[src/rtl/sdram_pkg.sv]
// Shared SDRAM controller definitions: command encodings, arbiter states, refresh defaults.
package sdram_pkg;

   localparam logic [3:0] CMD_NOP         = 4'b0111;
   localparam logic [3:0] CMD_PRECHARGE   = 4'b0010;
   localparam logic [3:0] CMD_AUTOREFRESH = 4'b0001;

   localparam logic [1:0]  BA_IDLE   = 2'b11;
   localparam logic [11:0] ADDR_IDLE = 12'hfff;

   localparam int unsigned REF_INTERVAL_DEF = 1500;

   typedef enum logic [2:0] {
      StInit  = 3'd0,
      StArbit = 3'd1,
      StAref  = 3'd2,
      StSref  = 3'd3,
      StWrite = 3'd4,
      StRead  = 3'd5
   } arb_state_e;

endpackage

[src/rtl/sdram_ref_timer.sv]
// Auto-refresh interval timer with pending request and sticky overrun flag.
module sdram_ref_timer
   import sdram_pkg::*;
#(
   parameter int unsigned REF_INTERVAL = REF_INTERVAL_DEF,
   parameter int unsigned CNT_W        = 11
) (
   input  logic sys_clk,
   input  logic sys_rst_n,
   input  logic count_en,
   input  logic aref_start,
   input  logic sr_exit,
   output logic aref_pending,
   output logic ref_overrun
);

   logic [CNT_W-1:0] cnt_q;
   logic             pending_q;
   logic             overrun_q;
   logic             wrap;

   assign wrap = count_en && (cnt_q == CNT_W'(REF_INTERVAL - 1));

   always_ff @(posedge sys_clk or negedge sys_rst_n) begin
      if (!sys_rst_n) begin
         cnt_q     <= '0;
         pending_q <= 1'b0;
         overrun_q <= 1'b0;
      end else if (sr_exit) begin
         // Self-refresh exit already refreshed the device, so restart the interval.
         cnt_q     <= '0;
         pending_q <= 1'b0;
      end else begin
         if (count_en) begin
            cnt_q <= wrap ? '0 : cnt_q + 1'b1;
         end
         // A wrap coinciding with AREF entry re-arms pending for the next interval.
         if (wrap) begin
            pending_q <= 1'b1;
            if (pending_q && !aref_start) begin
               overrun_q <= 1'b1;
            end
         end else if (aref_start) begin
            pending_q <= 1'b0;
         end
      end
   end

   assign aref_pending = pending_q;
   assign ref_overrun  = overrun_q;

endmodule

[src/rtl/sdram_arbiter.sv]
// SDRAM command-bus arbiter: grants one sub-module at a time and muxes its bus to the device.
module sdram_arbiter
   import sdram_pkg::*;
#(
   parameter int unsigned REF_INTERVAL = REF_INTERVAL_DEF,
   parameter int unsigned CNT_W        = 11
) (
   input  logic        sys_clk,
   input  logic        sys_rst_n,
   input  logic        init_end,
   input  logic [3:0]  init_cmd,
   input  logic [1:0]  init_ba,
   input  logic [11:0] init_addr,
   input  logic        aref_done,
   input  logic [3:0]  aref_cmd,
   input  logic [1:0]  aref_ba,
   input  logic [11:0] aref_addr,
   input  logic        sr_req,
   input  logic        sr_done,
   input  logic        sr_cke,
   input  logic [3:0]  sr_cmd,
   input  logic [1:0]  sr_ba,
   input  logic [11:0] sr_addr,
   input  logic        wr_req,
   input  logic        wr_done,
   input  logic [3:0]  wr_cmd,
   input  logic [1:0]  wr_ba,
   input  logic [11:0] wr_addr,
   input  logic        rd_req,
   input  logic        rd_done,
   input  logic [3:0]  rd_cmd,
   input  logic [1:0]  rd_ba,
   input  logic [11:0] rd_addr,
   output logic        aref_en,
   output logic        sr_en,
   output logic        wr_en,
   output logic        rd_en,
   output logic        sdram_cke,
   output logic [3:0]  sdram_cmd,
   output logic [1:0]  sdram_ba,
   output logic [11:0] sdram_addr,
   output logic        ref_overrun
);

   arb_state_e state_q, state_d;
   logic aref_en_q, aref_en_d;
   logic sr_en_q, sr_en_d;
   logic wr_en_q, wr_en_d;
   logic rd_en_q, rd_en_d;
   logic last_wr_q, last_wr_d;
   logic aref_pending;

   sdram_ref_timer #(
      .REF_INTERVAL (REF_INTERVAL),
      .CNT_W        (CNT_W)
   ) u_ref_timer (
      .sys_clk      (sys_clk),
      .sys_rst_n    (sys_rst_n),
      .count_en     (init_end && (state_q != StSref)),
      .aref_start   ((state_q == StArbit) && aref_pending),
      .sr_exit      ((state_q == StSref) && sr_done),
      .aref_pending (aref_pending),
      .ref_overrun  (ref_overrun)
   );

   always_comb begin
      state_d   = state_q;
      aref_en_d = aref_en_q;
      sr_en_d   = sr_en_q;
      wr_en_d   = wr_en_q;
      rd_en_d   = rd_en_q;
      last_wr_d = last_wr_q;
      case (state_q)
         StInit: if (init_end) state_d = StArbit;
         StArbit: begin
            if (aref_pending) begin
               state_d   = StAref;
               aref_en_d = 1'b1;
            end else if (sr_req) begin
               state_d = StSref;
               sr_en_d = 1'b1;
            end else if (wr_req && !(rd_req && last_wr_q)) begin
               // On a tie the side not served last time wins.
               state_d   = StWrite;
               wr_en_d   = 1'b1;
               last_wr_d = 1'b1;
            end else if (rd_req) begin
               state_d   = StRead;
               rd_en_d   = 1'b1;
               last_wr_d = 1'b0;
            end
         end
         StAref: if (aref_done) begin
            state_d   = StArbit;
            aref_en_d = 1'b0;
         end
         StSref: begin
            sr_en_d = sr_req;
            if (sr_done) begin
               state_d = StArbit;
               sr_en_d = 1'b0;
            end
         end
         StWrite: if (wr_done) begin
            state_d = StArbit;
            wr_en_d = 1'b0;
         end
         StRead: if (rd_done) begin
            state_d = StArbit;
            rd_en_d = 1'b0;
         end
         default: state_d = StInit;
      endcase
   end

   always_ff @(posedge sys_clk or negedge sys_rst_n) begin
      if (!sys_rst_n) begin
         state_q   <= StInit;
         aref_en_q <= 1'b0;
         sr_en_q   <= 1'b0;
         wr_en_q   <= 1'b0;
         rd_en_q   <= 1'b0;
         last_wr_q <= 1'b0;
      end else begin
         state_q   <= state_d;
         aref_en_q <= aref_en_d;
         sr_en_q   <= sr_en_d;
         wr_en_q   <= wr_en_d;
         rd_en_q   <= rd_en_d;
         last_wr_q <= last_wr_d;
      end
   end

   assign aref_en = aref_en_q;
   assign sr_en   = sr_en_q;
   assign wr_en   = wr_en_q;
   assign rd_en   = rd_en_q;

   // Reset forces the idle bus even though the state reads as INIT.
   always_comb begin
      sdram_cke  = 1'b1;
      sdram_cmd  = CMD_NOP;
      sdram_ba   = BA_IDLE;
      sdram_addr = ADDR_IDLE;
      if (sys_rst_n) begin
         case (state_q)
            StInit: begin
               sdram_cmd  = init_cmd;
               sdram_ba   = init_ba;
               sdram_addr = init_addr;
            end
            StAref: begin
               sdram_cmd  = aref_cmd;
               sdram_ba   = aref_ba;
               sdram_addr = aref_addr;
            end
            StSref: begin
               sdram_cke  = sr_cke;
               sdram_cmd  = sr_cmd;
               sdram_ba   = sr_ba;
               sdram_addr = sr_addr;
            end
            StWrite: begin
               sdram_cmd  = wr_cmd;
               sdram_ba   = wr_ba;
               sdram_addr = wr_addr;
            end
            StRead: begin
               sdram_cmd  = rd_cmd;
               sdram_ba   = rd_ba;
               sdram_addr = rd_addr;
            end
            default: ;
         endcase
      end
   end

endmodule
[config.mk]
export PLATFORM = sky130hd
export DESIGN_NAME = sdram_arbiter
export DESIGN_NICKNAME = d
export VERILOG_FILES = /design/src/rtl/sdram_pkg.sv /design/src/rtl/sdram_ref_timer.sv /design/src/rtl/sdram_arbiter.sv
export SDC_FILE = /design/constraint.sdc
export NUM_CORES = 1
export LEC_CHECK = 0
export ABC_AREA = 0
export CELL_PAD_IN_SITES_DETAIL_PLACEMENT = 0
export CELL_PAD_IN_SITES_GLOBAL_PLACEMENT = 1
export CORE_MARGIN = 2
export CORE_UTILIZATION = 25
export CTS_CLUSTER_SIZE = 24
export DETAILED_ROUTE_END_ITERATION = 10
export PLACE_DENSITY = 0.84
export RECOVER_POWER = 100
export SLEW_MARGIN = 40
export SYNTH_ARGS = -nofsm -noshare
export SYNTH_HDL_FRONTEND = slang
export SYNTH_SLANG_ARGS = --single-unit
export TNS_END_PERCENT = 1
[constraint.sdc]
create_clock -name sys_clk -period 2.6 [get_ports sys_clk]
set_clock_uncertainty 0.1 [all_clocks]
set_input_delay 0.65 -clock sys_clk [delete_from_list [all_inputs] [get_ports sys_clk]]
set_output_delay 0.65 -clock sys_clk [all_outputs]
set_load 0.05 [all_outputs]
==> impl_metrics.toml, run 1 <==
[synthesis]
ys_types = 46
synth_area_leader_cell = "dfrtp_1"
synth_top_area_share_pct = 27.0
ys_ff_latch = 21
synthCells = 228
yosysWarnings = 0
seq_area_frac_synth_pct = 27.0
synth_nets = 330
synthTopCellsByArea = "dfrtp_1 (27%), a22oi_1 (12%), mux2_2 (10%)"
syn_area_mm2 = 0.00194
syn_avg_cell_area_um2 = 8.53

[power_and_ir_drop]
ir_drop_v = 0.000300
p_leak_uw = 0.00132
power_frac_comb_pct = 74.4
p_int_uw = 1330
power.share.clock_pct = 8.3
fin_total_pwr_uw = 2690
switching_power_uw = 1360
netSwitchingFraction_pct = 50.6
p_seq_share_pct = 17.3
powerDensity_mw_per_mm2 = 785

[drt]
viasPerCell = 5.03
vias = 2298
drt.antenna.violating_nets = 0
wl_per_cell_um = 15.8
wl_um = 7220
dr.pass1.iters = 6
dr.first_iter.drc_count = 101
drc_errors = 0

[worst_setup_path]
worstPathMaxFanout = 1
rrSetupSlack_ns = 0.37
cp_data_arrival_time_ns = 1.84
end_kind = "output pin"
setup.worst_path.class = "in2out"
r2r_start = "state_q[1]"
reg2reg_to = "u_ref_timer.cnt_q[2]"
reg2reg_depth = 6
crit_required_ns = 1.85
startpoint_type = "input port"

[grt]
track_usage_pct = 16.0
grt.busiest_layer = "met2"
grt_pass1_wl_um = 11100
globalRouteOverflowTotal = 0
met2_usage_pct = 26.2
use_met3_pct = 1.81
grt_max_degree = 22
grtUsageMet1_pct = 22.5
antenna_found_initial = 0
first_global_vias = 2188

[timing]
finalHoldViolCount = 0
period_share_pct = 99.7
holdWs_ns = 0.394
rsz0062_at_grt = "yes"
fin_setup_tns_ns = 0
post-route-min-period_ns = 2.59
worst_pin_slew_ns = 1.17
clock.fmax_mhz = 386
slew_violations = 0
relSlewSlack_pct = 22.1
finalSetupViolations = 0

[worst_hold_path]
min-delay-start = "wr_en"
min_path_cells = 1
worstHoldPathType = "reg2reg"
hold_end = "wr_en"

[layout]
fin_util_pct = 44.7
fin_cells = 457
n_antenna_cell = 0
fin_nets = 458
drive_above_1_share_pct = 22.3
layout-area-overhead-vs-synth_pct = 76.0

[place]
io_buffer_count = 124
gp_congestion = 0.878
hpwlAfterDp_um = 5770
dp_cells = 451

[floorplan]
coreArea_mm2 = 0.00765
fp.dieW_um = 92.2
die_area_mm2 = 0.00850
start_util_pct = 25.4
rows = 32
ioPinCount = 125
die_h_um = 92.2

[clock_tree]
numCtsBuffers = 3
htreeDepth = 1
clock_path_buffers = 2
tritoncts = "done"
clock-sinks = 21
cts-root-buf = "clkbuf_8"
clock_latency_ns = 0.26
clkTransAtPathRegs_ns = 0.08

[job]
cap_violations = 0

[status]
outcome = "finished, final reports clean"
-- what timing repair did --
item / CTS / global route
setup endpoints to repair: 18 / 19
buffers inserted: 0 / 2
hold buffers: 0 / 0
pin swaps: 1 / 4
gates resized for setup: 7 / 19
-- power groups by stage --
stage | Combinational (uW) | Clock (uW) | Sequential [uW]
CTS | 1910 | 225 | 464
finish | 2000 | 222 | 465
global route | 2130 | 243 | 476
floorplan | 1210 | 0 | 522
detailed placement | 1880 | 0 | 470
global placement | 1860 | 0 | 468
-- placed cells by master (no fill, tap or decap), drive strengths merged, types with 6 or more instances in the layout --
cell type / Yosys / final
mux2: 18 / 18
dlygate4sd3: 0 / 6
nand2: 18 / 18
a22oi: 30 / 30
dfrtp: 21 / 21
clkdlybuf4s50: 0 / 98
buf: 15 / 34
mux2i: 9 / 9
a31oi: 8 / 8
nor2: 7 / 7
o21ai: 16 / 16
nand3: 16 / 16
inv: 8 / 8
-- state kept, by name (all words and copies together), names as in the netlist --
register / cells
rd_en: 1
last_wr_q: 1
wr_en: 1
aref_en: 1
state_q: 3
u_ref_timer.ref_overrun: 1
sr_en: 1
u_ref_timer.aref_pending: 1
u_ref_timer.cnt_q: 11
-- logic make-up (layout without fill, tap and decap cells) --
logic type	count (synthesis)	count (layout)	share of synthesized area (%)
AND/OR/NAND/NOR	79	79	22.8
AO/OA/AOI/OAI	74	74	26.4
multiplexers	27	27	15.1
buffers and inverters	26	153	8.11
flip-flops	21	21	27.0
adder cells (fa/ha/maj)	1	1	0.643
-- per-stage QoR --
step / cell area [um^2] / worst slack (ns)
after CTS: 3330 / -0.00812
after detailed placement: 3270 / -0.0577
final: 3420 / 0.00873
after floorplan: 1940 / 0.0918
after global routing: 3420 / -0.0183
after global placement: 3260 / -0.0534
-- cells in the mapped netlist, drive strengths merged --
library cell / instances
a31oi: 8
nand2b: 4
o2bb2ai: 1
nor3b: 1
a22oi: 30
nand3b: 1
nand4: 5
buf: 15
o22ai: 1
nand3: 16
o21bai: 1
dfrtp: 21
a41oi: 1
a31o: 1
a22o: 1
o211ai: 1
o311ai: 1
o21ai: 16
or4: 3
or3: 4
ha: 1
nor3: 3
a32o: 2
nor4b: 1
a211o: 1
a21oi: 4
o221ai: 5
or3b: 2
mux2i: 9
nand2: 18
and3: 4
inv: 8
nor2b: 4
and2: 5
nand4b: 1
clkbuf: 3
mux2: 18
nor2: 7
-- critical path: stages --
cell and delay (ns):
clkdlybuf4s50_1 0.40, mux2_2 0.27, a22oi_2 0.12, o22ai_1 0.09, and2_4 0.17, buf_12 0.14
-- worst max-delay path by stage --
stage	startpoint	endpoint	slack (ns)	cells past startpoint
2_1_floorplan	state_q[1]	sdram_addr[0]	0.09	4
3_3_place_gp	sys_rst_n	sdram_addr[5]	-0.05	5
3_5_place_dp	sys_rst_n	sdram_addr[5]	-0.06	5
4_1_cts	aref_addr[5]	sdram_addr[5]	-0.008	5
5_1_grt	sr_cmd[3]	sdram_cmd[3]	-0.02	6
6_report	sr_cmd[3]	sdram_cmd[3]	0.009	6
-- metal layers --
layer  part of all wire, %  wire, um
met5                     0         0
met4                   2.0       146
met3                   3.5       255
met2                    49      3570
met1                    45      3250
-- final cells by class --
type,count,area (um^2)
sequential,21,526
clock buffer,3,41.3
inverter,8,30.0
fill,757,4230
tap,102,128
multi-input combinational,181,1330
timing repair buffer,141,1360
clock inverter,1,5.00
(Power assumes the default switching activity.)
==> run 2, diff against run 1 <==
- CTS_CLUSTER_SIZE: 24 -> 30
==> results of run 2 <==
No change in the layout: final DEF, timing and power equal those of run 1.
==> run 3, diff against run 2 <==
- GPL_ROUTABILITY_DRIVEN: default -> 0
- PLACE_DENSITY: 0.84 -> 0.85
- SKIP_LAST_GASP: default -> 1
- SYNTH_HIERARCHICAL: default -> 1
==> run 3 against run 2 <==
Effect of this change: the flow now finishes with violations (negative setup slack); die area hardly changed; critical path depth fell by 1; global-route usage up 0.86 points; sequential share of layout area is 0.69 points lower; sequential power grew 9.7%; critical path type unchanged; largest cell class unchanged.
==> impl_metrics.toml, run 3 <==
[power_and_ir_drop]
netSwitchingFraction_pct = 50.0
power.share.clock_pct = 6.0
powerDensity_mw_per_mm2 = 976
ir_drop_v = 0.000242
power_frac_comb_pct = 79.5
switching_power_uw = 1750
fin_total_pwr_uw = 3510
p_seq_share_pct = 14.6
p_int_uw = 1750
p_leak_uw = 0.00140

[synthesis]
synth_edf_count = 0
yosysWarnings = 6
ys_ff_latch = 21
synthTopCellsByArea = "dfrtp_1 (27%), mux2i_1 (7.2%), a221oi_1 (6.8%)"
synth.most_common_cell = "o21ai_0"
syn_avg_cell_area_um2 = 8.00
synth_nets = 345
synthFlopType = "dfrtp_1"
synth_top_area_share_pct = 27.0
seq_area_frac_synth_pct = 27.0
ys_types = 45
synth_area_leader_cell = "dfrtp_1"
synthTopCellsByCount = "o21ai_0 (23), dfrtp_1 (21), nor2_1 (21), nand2_1 (20), a221oi_1 (15)"
async_reset_ff_share_pct = 100
syn_area_mm2 = 0.00194
synthCells = 243

[job]
cap_violations = 0

[worst_setup_path]
rrSetupSlack_ns = 0.33
end_kind = "output pin"
reg2reg_to = "u_ref_timer/cnt_q[10]"
crit_required_ns = 1.85
cp_data_arrival_time_ns = 1.87
r2r_start = "state_q[0]"
setup.worst_path.class = "in2out"
startpoint_type = "input port"
reg2reg_depth = 9
worstPathMaxFanout = 1

[clock_tree]
tritoncts = "done"
clock_latency_ns = 0.26
numCtsBuffers = 3
clock-sinks = 21
htreeDepth = 1
clock_path_buffers = 2
post_cts_buffers = 0
clkTransAtPathRegs_ns = 0.07
cts-root-buf = "clkbuf_8"

[worst_hold_path]
worstHoldPathType = "reg2reg"
min_path_cells = 2
hold_end = "u_ref_timer/ref_overrun"
min-delay-start = "u_ref_timer/ref_overrun"

[drt]
dr.pass1.iters = 4
vias = 2440
wl_per_cell_um = 16.2
dr.first_iter.drc_count = 144
drc_errors = 0
wl_um = 7670
viasPerCell = 5.14
drt.antenna.violating_nets = 0

[layout]
largest-register = "u_ref_timer/cnt_q"
fin_nets = 476
n_antenna_cell = 0
multiInputGateArea_mm2 = 0.00133
layout_common_cells = "clkdlybuf4s50_1 (96), nor2_1 (21), buf_4 (21)"
reg_top3 = "u_ref_timer/cnt_q (11), state_q (3)"
largest_reg_flops = 11
drive_above_1_share_pct = 14.7
final_common_cell = "clkdlybuf4s50_1"
fill_cells = 720
seq_area_um2 = 527
fin_util_pct = 47.0
layout-area-overhead-vs-synth_pct = 84.8

[timing]
relSlewSlack_pct = 63.0
finalHoldViolCount = 0
post-route-min-period_ns = 2.62
worst_pin_slew_ns = 0.556
layout_setup_ws_ns = -0.0185
rsz0062_at_grt = "yes"
fin_setup_tns_ns = -0.0185
period_share_pct = 101
finalSetupViolations = 1
slew_violations = 0
clock.fmax_mhz = 382

[grt]
antenna_found_initial = 0
track_usage_pct = 16.9
first_global_vias = 2354
grt.busiest_layer = "met2"
met2_usage_pct = 32.2
globalRouteOverflowTotal = 0
grt_pass1_wl_um = 11700
grtUsageMet1_pct = 19.9
use_met3_pct = 2.63
grt_max_degree = 29

[place]
io_buffer_count = 124
hpwlAfterDp_um = 6180

[floorplan]
die_h_um = 92.2
fp.dieW_um = 92.2
die_area_mm2 = 0.00849
rows = 32
start_util_pct = 25.4
ioPinCount = 125
coreArea_mm2 = 0.00765

[status]
violations = "negative setup slack"
outcome = "finished, violations left"
## run 3: worst max path at each step
stage | startpoint | cells after the start | slack [ns] | end
floorplan | state_q[2] | 5 | -0.39 | sdram_addr[10]
global placement | sys_rst_n | 5 | -0.12 | sdram_addr[5]
detailed placement | sys_rst_n | 5 | -0.10 | sdram_cmd[3]
CTS | wr_addr[10] | 5 | -0.05 | sdram_addr[10]
global route | state_q[1] | 6 | -0.06 | sdram_addr[11]
finish | wr_addr[1] | 5 | -0.02 | sdram_addr[1]
## run 3: cell families after synthesis
group,count (synthesis),synth area share [%]
simple gates,80,21.5
mux,14,7.21
xor+xnor,4,1.80
buf+inv,28,6.25
flops,21,27.0
compound gates,95,35.5
fa+ha+maj,1,0.644
## run 3: repair_timing
item,CTS,global route
resized for setup,5,20
endpoints found under the setup margin,15,18
hold buffers,0,0
## run 3: power by group through the flow
stage               Clock (uW)  Combinational, uW  Sequential [uW]
floorplan                    0               1520              563
CTS                        221               2770              509
global placement             0               2720              513
detailed placement           0               2740              516
finish                     210               2790              510
global route               235               2960              526
## run 3: layout make-up
class,instances,share of cell area [%]
timing repair buffer,148,43.0
sequential,21,14.7
inverter,6,0.627
tap,102,3.55
multi-input combinational,194,36.9
clock buffer,4,1.25
## run 3: worst max-delay path, cell delays in order
cell and delay (ns):
clkdlybuf4s50_1 0.41, a22o_1 0.23, a211oi_1 0.27, o21ai_1 0.14
buf_12 0.17
## run 3: through the flow
stage,hold WS [ns],instances,instance area (um^2),setup WS [ns]
2_1_floorplan,0.254,243,1950,-0.386
3_3_place_gp,0.375,471,3540,-0.115
3_5_place_dp,0.374,471,3540,-0.102
4_1_cts,0.397,475,3600,-0.0453
5_1_grt,0.409,475,3590,-0.0641
6_report,0.379,475,3590,-0.0185
## run 3: metal layers
layer	up-vias	part of all wire, %	routed length [um]
met4	0	0.66	51
li1	1196	-	-
met2	96	51	3910
met1	1144	42	3230
met5	-	0	0
met3	4	6.3	480
